$ cat config.mk
export PLATFORM = sky130hd
export DESIGN_NAME = arbiter_iwrr_cfg
export DESIGN_NICKNAME = d
export VERILOG_FILES = /design/src/rtl/arbiter_iwrr_cfg.sv
export SDC_FILE = /design/constraint.sdc
export NUM_CORES = 1
export LEC_CHECK = 0
export CAP_MARGIN = 5
export CELL_PAD_IN_SITES_DETAIL_PLACEMENT = 0
export CELL_PAD_IN_SITES_GLOBAL_PLACEMENT = 1
export CORE_MARGIN = 5
export CORE_UTILIZATION = 49
export DETAILED_ROUTE_END_ITERATION = 10
export PLACE_DENSITY_LB_ADDON = 0.1
export SYNTH_ARGS = -nofsm -noshare
export SYNTH_HDL_FRONTEND = slang
export SYNTH_SLANG_ARGS = --single-unit
$ cat constraint.sdc
create_clock -name clk -period 15.6 [get_ports clk]
set_input_delay 3.12 -clock clk [delete_from_list [all_inputs] [get_ports clk]]
set_output_delay 3.12 -clock clk [all_outputs]
set_load 0.03 [all_outputs]
$ cat src/rtl/arbiter_iwrr_cfg.sv
// arbiter_iwrr_cfg: interleaved weighted round-robin arbiter with shadowed, round-aligned weight reload
module arbiter_iwrr_cfg #(
  parameter int P_REQUESTER_NUM = 3,
  parameter int P_WEIGHT_W = 4,
  parameter logic [P_WEIGHT_W-1:0] P_REQUESTER_WEIGHT [P_REQUESTER_NUM] = '{4'd5, 4'd3, 4'd2}
) (
  input  logic                                    clk,
  input  logic                                    rst_n,
  input  logic [P_REQUESTER_NUM-1:0]              request,
  input  logic                                    grant_ready,
  output logic [P_REQUESTER_NUM-1:0]              grant_valid,
  output logic [$clog2(P_REQUESTER_NUM)-1:0]      grant_idx,
  input  logic                                    cfg_valid,
  input  logic [P_REQUESTER_NUM*P_WEIGHT_W-1:0]   cfg_weight,
  output logic                                    cfg_pending
);
  localparam int N = P_REQUESTER_NUM;
  localparam int W = P_WEIGHT_W;
  localparam int IW = $clog2(N);
  localparam int RW = W + 1;

  logic [W-1:0]    r_wt [N];
  logic [N*W-1:0]  r_shadow;
  logic            r_pend;
  logic [RW-1:0]   r_rnd;
  logic [IW-1:0]   r_ptr;
  logic [N-1:0]    r_gv;
  logic [IW-1:0]   r_gi;
  logic [RW-1:0]   w_max, w_rn, w_rnd_g, w_rnd_n;
  logic [N-1:0]    w_e1, w_e2, w_e3;
  logic [IW-1:0]   w_k, w_ptr_n;
  logic            w_hit, w_last, w_wrap, w_eval, w_apply;

  function automatic logic [IW-1:0] f_lo(input logic [N-1:0] v);
    f_lo = '0;
    for (int i = N - 1; i >= 0; i--) if (v[i]) f_lo = IW'(i);
  endfunction

  always_comb begin
    w_max = '0;
    for (int i = 0; i < N; i++) begin
      w_max = ({1'b0, r_wt[i]} > w_max) ? {1'b0, r_wt[i]} : w_max;
      w_e1[i] = request[i] && {1'b0, r_wt[i]} >= r_rnd && i >= int'(r_ptr);
      w_e3[i] = request[i] && r_wt[i] != '0;
    end
    w_rn = (r_rnd >= w_max) ? RW'(1) : r_rnd + RW'(1);
    for (int i = 0; i < N; i++) w_e2[i] = request[i] && {1'b0, r_wt[i]} >= w_rn;
  end

  // e1 and e2 are subsets of e3, so e3 alone decides whether anything is granted
  always_comb begin
    w_hit = |w_e3;
    w_k = |w_e1 ? f_lo(w_e1) : |w_e2 ? f_lo(w_e2) : f_lo(w_e3);
    w_rnd_g = |w_e1 ? r_rnd : |w_e2 ? w_rn : RW'(1);
    w_last = w_k == IW'(N - 1);
    w_ptr_n = w_last ? '0 : w_k + IW'(1);
    w_rnd_n = !w_last ? w_rnd_g : (w_rnd_g >= w_max) ? RW'(1) : w_rnd_g + RW'(1);
    w_wrap = (!(|w_e1) && |w_e2 && w_rn == RW'(1)) || (w_last && w_rnd_g >= w_max);
    w_eval = !(|r_gv) || grant_ready;
    w_apply = r_pend && ((w_eval && w_hit && w_wrap) || (!(|r_gv) && !(|request)));
  end

  always_ff @(posedge clk) begin
    if (!rst_n) begin
      r_gv <= '0;
      r_gi <= '0;
      r_rnd <= RW'(1);
      r_ptr <= '0;
      r_shadow <= '0;
      r_pend <= 1'b0;
      for (int i = 0; i < N; i++) r_wt[i] <= P_REQUESTER_WEIGHT[i];
    end else begin
      if (w_eval) begin
        r_gv <= w_hit ? N'(1) << w_k : '0;
        r_gi <= w_hit ? w_k : '0;
      end
      if (w_apply) begin
        r_rnd <= RW'(1);
        r_ptr <= '0;
        for (int i = 0; i < N; i++) r_wt[i] <= r_shadow[i*W +: W];
      end else if (w_eval && w_hit) begin
        r_rnd <= w_rnd_n;
        r_ptr <= w_ptr_n;
      end
      if (cfg_valid) r_shadow <= cfg_weight;
      r_pend <= cfg_valid || (r_pend && !w_apply);
    end
  end

  assign grant_valid = r_gv;
  assign grant_idx = r_gi;
  assign cfg_pending = r_pend;
endmodule

Word-level counts from Yosys, hierarchy flattened. Memories as Yosys holds them, arrays and structs flattened. Cells that the tools add are included.

Memory bits (read-only): 0. Output and inout bits: 6. Flip-flop bits (word level): 25. Latch bits: 0. Logic and storage cells: 97. Bits of input ports: 19. Memories: 1. Bits in writable memories: 12.

Memories: r_wt (depth 3, width 4, read ports 3, clocked after Yosys merged registers in 0, write ports 3, line 22) `logic [W-1:0] r_wt [N];`.

Shift operators: 1. Divide/modulo/power cells: 0. Reductions and logical operators: 37. Multiply operators: 0. $add $sub $neg: 3. Mux-type cells: 29. Bitwise logic cells: 4. Magnitude comparators: 14. Eq/ne operators: 2.

Operators by type and width (number): $ge 4x5->1 (6); $mux 2 (13); $mux 5 (5); $mux 4 (6); $logic_and 1x1->1 (20); $reduce_or 3->1 (5); $reduce_bool 4->1 (3); $add 5x1->5 const B (2); $ge 5x4->1 (2); $gt 4x4->1 (2); $eq 5x1->1 const B (1); $ge 1x2->1 const A (2); $gt 4x1->1 const B (1); $logic_not 1->1 (4); $logic_or 1x1->1 (4); $mux 1 (4); $mux 3 (1); $or 1x1->1 (3); $shl 1x2->3 const A (1); $add 2x1->2 const B (1); $eq 2x2->1 const B (1); $ge 2x2->1 const A (1); $reduce_or 2->1 (1); $not 1->1 (1).

Depth between registers and ports, before layout. An unclocked memory read counts as a cell.

Depth after elaboration: 26. Mapped depth: 40.

Worst setup path before layout. Ideal clock, no wire load.

Kind: register to register. From: mem r_wt[0][5] (netlist bit). To: mem r_wt[0][10] (netlist bit) (data pin). Arrival time: 7055 ps. Period minus slack after synthesis: 7310 ps. Library setup time: 255 ps. Required time: 15345 ps. Stages on the path, launching flop included: 37. Slack: 8290 ps. Cells stage by stage: edfxtp_1 ha_1 a2111oi_4 nor2_2 o21ai_0 ha_1 inv_1 maj3_2 maj3_2 a21oi_2 a41oi_1 a21oi_1 ha_1 nand2b_1 a21oi_1 nand3b_1 a221oi_2 nor2_1 buf_2 nand2_1 ha_1 nand2b_1 a21o_1 a211oi_1 o21a_1 and2b_4 and2_1 a31oi_1 inv_1 ha_1 nand2b_1 a211oi_1 a21oi_1 nand3_4 a21boi_4 buf_6 and2_1.

RTL lines (line): start, declared (22).

==> run metrics <==
Worst VDD drop 0.000100 V; number of flops mapped to enable cells by yosys 12; # rows 28; status finished clean; Cell variety after synth 65; ANT cells 0; leak pwr 1.33 nW; max incr delay on CP 0.51 ns; crit path max fanout 17; Pwr Density 136 mW/mm^2; most frequent cells in the layout ha_1 (38), dfxtp_1 (25), clkdlybuf4s50_1 (24); Top FF cell, synth dfxtp_1; Worst-Skew Late Latency 0.28 ns; commonest non-fill, non-tap cell in the layout ha_1; Crit path max-delay family compound AO/OA/AOI/OAI gates; Overall Power 449 uW; Hold WC Path Type flip-flop to flip-flop; worst-case clock buffer depth 2; initial core utilization 50.0%; Post-Route WL 6.62 mm; Final setup viols 0; syn avg cell area 9.29 sq um; gr ovfl total 0; placed cell area 0.00322 sq mm; Max Transition Viols Final 0; CTS tree yes; Crit path buffers/inverters 2; DIE AREA 0.00766 sq mm; # DRC 0; Final Hold Vio Count 0; HPWL after DPL 5.37 mm; Yosys top cell area share 17.0%; Max transition margin 47.0%; design area 0.00330 sq mm; yosys warns 0; # H-tree levels 2; Starting DRT DRC Count 85; startpoint types flip-flop; die height 87.5 um; first-pass GRT wire length 11.4 mm; flops & latches, synth 37; Post CTS Setup Buffer Count 0; fin crit period 8.36 ns; Core ar. 0.00589 sq mm; MaxCap Viol Count 0; DR WL/cell 16.0 um; Seq/Total Area, Yosys 29.2%; vias in the first global route 2416; Final Skew 0.00224 ns; Critical Path AT 8.29 ns; Hold-fix buffers, CTS 0; routed via count 2330; CTS root buf clkbuf_8; Critical Path RT 15.52 ns; routability congestion estimate 0.850; Tcrit/Tclk final 53.6%; Num CTS Buffers 5; initial antenna violation count 0; First-pass DRT Iterations 4; Cells after Synth 317; Synth Cell Area 0.00294 sq mm; layout cells sized above 1 9.14%; largest net degree at the start of global routing 21; post-synth top area cell dfxtp_1; CTS sink count 37; Least-Margin Pin Slew 0.795 ns; post_cts resized 0; setup_tns 0 ns; critical path's slowest cell nor2_1; width of the die 87.5 um; RSZ-0062 raised after global routing no; DRT antenna net count 0; Area contributors post-synth dfxtp_1 (17%), ha_1 (16%), edfxtp_1 (12%), mux2i_1 (5.4%), nor2b_1 (3.8%); Worst Setup End Kind flip-flop; Vias per Instance 5.63; Layout area overhead 12.2%; GRT Util Overall 19.0%; Clk pin slew, worst setup/hold paths 0.07 ns; Final #Nets 395; Synthesized Nets 374; Worst path most repeated cell ha_1; Async S/R FF share, synth 0%; Ports 25; critical path class flip-flop to flip-flop; Max Freq 120 MHz; PortBufs 24
-- worst reg2reg max path, delay by kind of cell (launching register included) --
kind                       cells  cell delay [ns]
AOI/OAI and AO/OA             14             3.40
adders and majority gates      7             2.05
and+or+nand+nor               10             1.91
DFF                            1             0.48
buffers and inverters          2             0.15
-- cell usage after synthesis (3+ instances only) --
library cell and count:
nand2_1 20, dfxtp_1 25, o22ai_1 3, and2_1 12, clkbuf_1 6, o21ai_0 12
a31oi_1 4, nand2b_4 3, o21a_1 6, nor3_1 8, nand4_1 5, a21oi_1 10
nor2_1 16, mux2i_1 16, ha_1 38, o41ai_1 4, nand2b_1 12, o21ai_1 3
nand3_1 8, edfxtp_1 12, nor2b_1 18, xor2_1 3, inv_1 21
-- kinds of logic after synthesis --
logic type	synth area share, %
AOI/OAI and AO/OA	20.1
DFF	29.2
muxes	5.82
xor gates and xnor gates	1.19
adders and majority gates	16.9
and+or+nand+nor	22.2
buffers and inverters	4.50
-- worst paths after layout --
| kind | startpoint | end | cells past startpoint | slack (ns) |
|---|---|---|---|---|
| max | r_wt[0][5]$_SDFFCE_PN1P_ | r_wt[0][5]$_SDFFCE_PN1P_ | 33 | 7.24 |
| max reg2reg | r_wt[0][5]$_SDFFCE_PN1P_ | r_wt[0][5]$_SDFFCE_PN1P_ | 33 | 7.24 |
| min | grant_idx[1]$_SDFFE_PN0N_ | grant_idx[1]$_SDFFE_PN0N_ | 2 | 0.48 |
| min reg2reg | grant_idx[1]$_SDFFE_PN0N_ | grant_idx[1]$_SDFFE_PN0N_ | 2 | 0.48 |
-- per-stage QoR --
stage / util (%) / setup WS, ns / hold WS [ns] / cells
6_report: 56.1 / 7.24 / 0.477 / 414
4_1_cts: 56.1 / 7.25 / 0.482 / 414
3_3_place_gp: 54.8 / 7.52 / 0.460 / 406
3_5_place_dp: 54.8 / 7.30 / 0.473 / 406
2_1_floorplan: - / 8.29 / 0.459 / 317
5_1_grt: 56.1 / 6.56 / 0.513 / 414
-- per-layer routing --
metal	share of wire (%)	routed length (um)	GRT usage, %
met2	45	2970	30.5
met1	49	3250	25.2
met3	2.9	195	2.93
met5	0	0	0
met4	3.2	209	8.79
-- power by group --
part	internal (mW)	switching, mW	leakage [nW]
Combinational	0.109	0.147	0.979
Sequential	0.114	0.0169	0.313
Clock	0.0317	0.0310	0.0395
-- registers in the layout, indices dropped and copies added (netlist names) --
register	flops
grant_idx	2
r_rnd	5
r_shadow	12
r_ptr	2
cfg_pending	1
grant_valid	3
r_wt	12
-- layout make-up --
type                       count  area, sq um
clock buffer                   8         80.1
multi-input combinational    249         1950
inverter                      21         78.8
fill                         534         2580
tap                           75         93.8
sequential                    37          861
timing repair buffer          24          240
No activity file was read; power rests on OpenSTA's default activity.
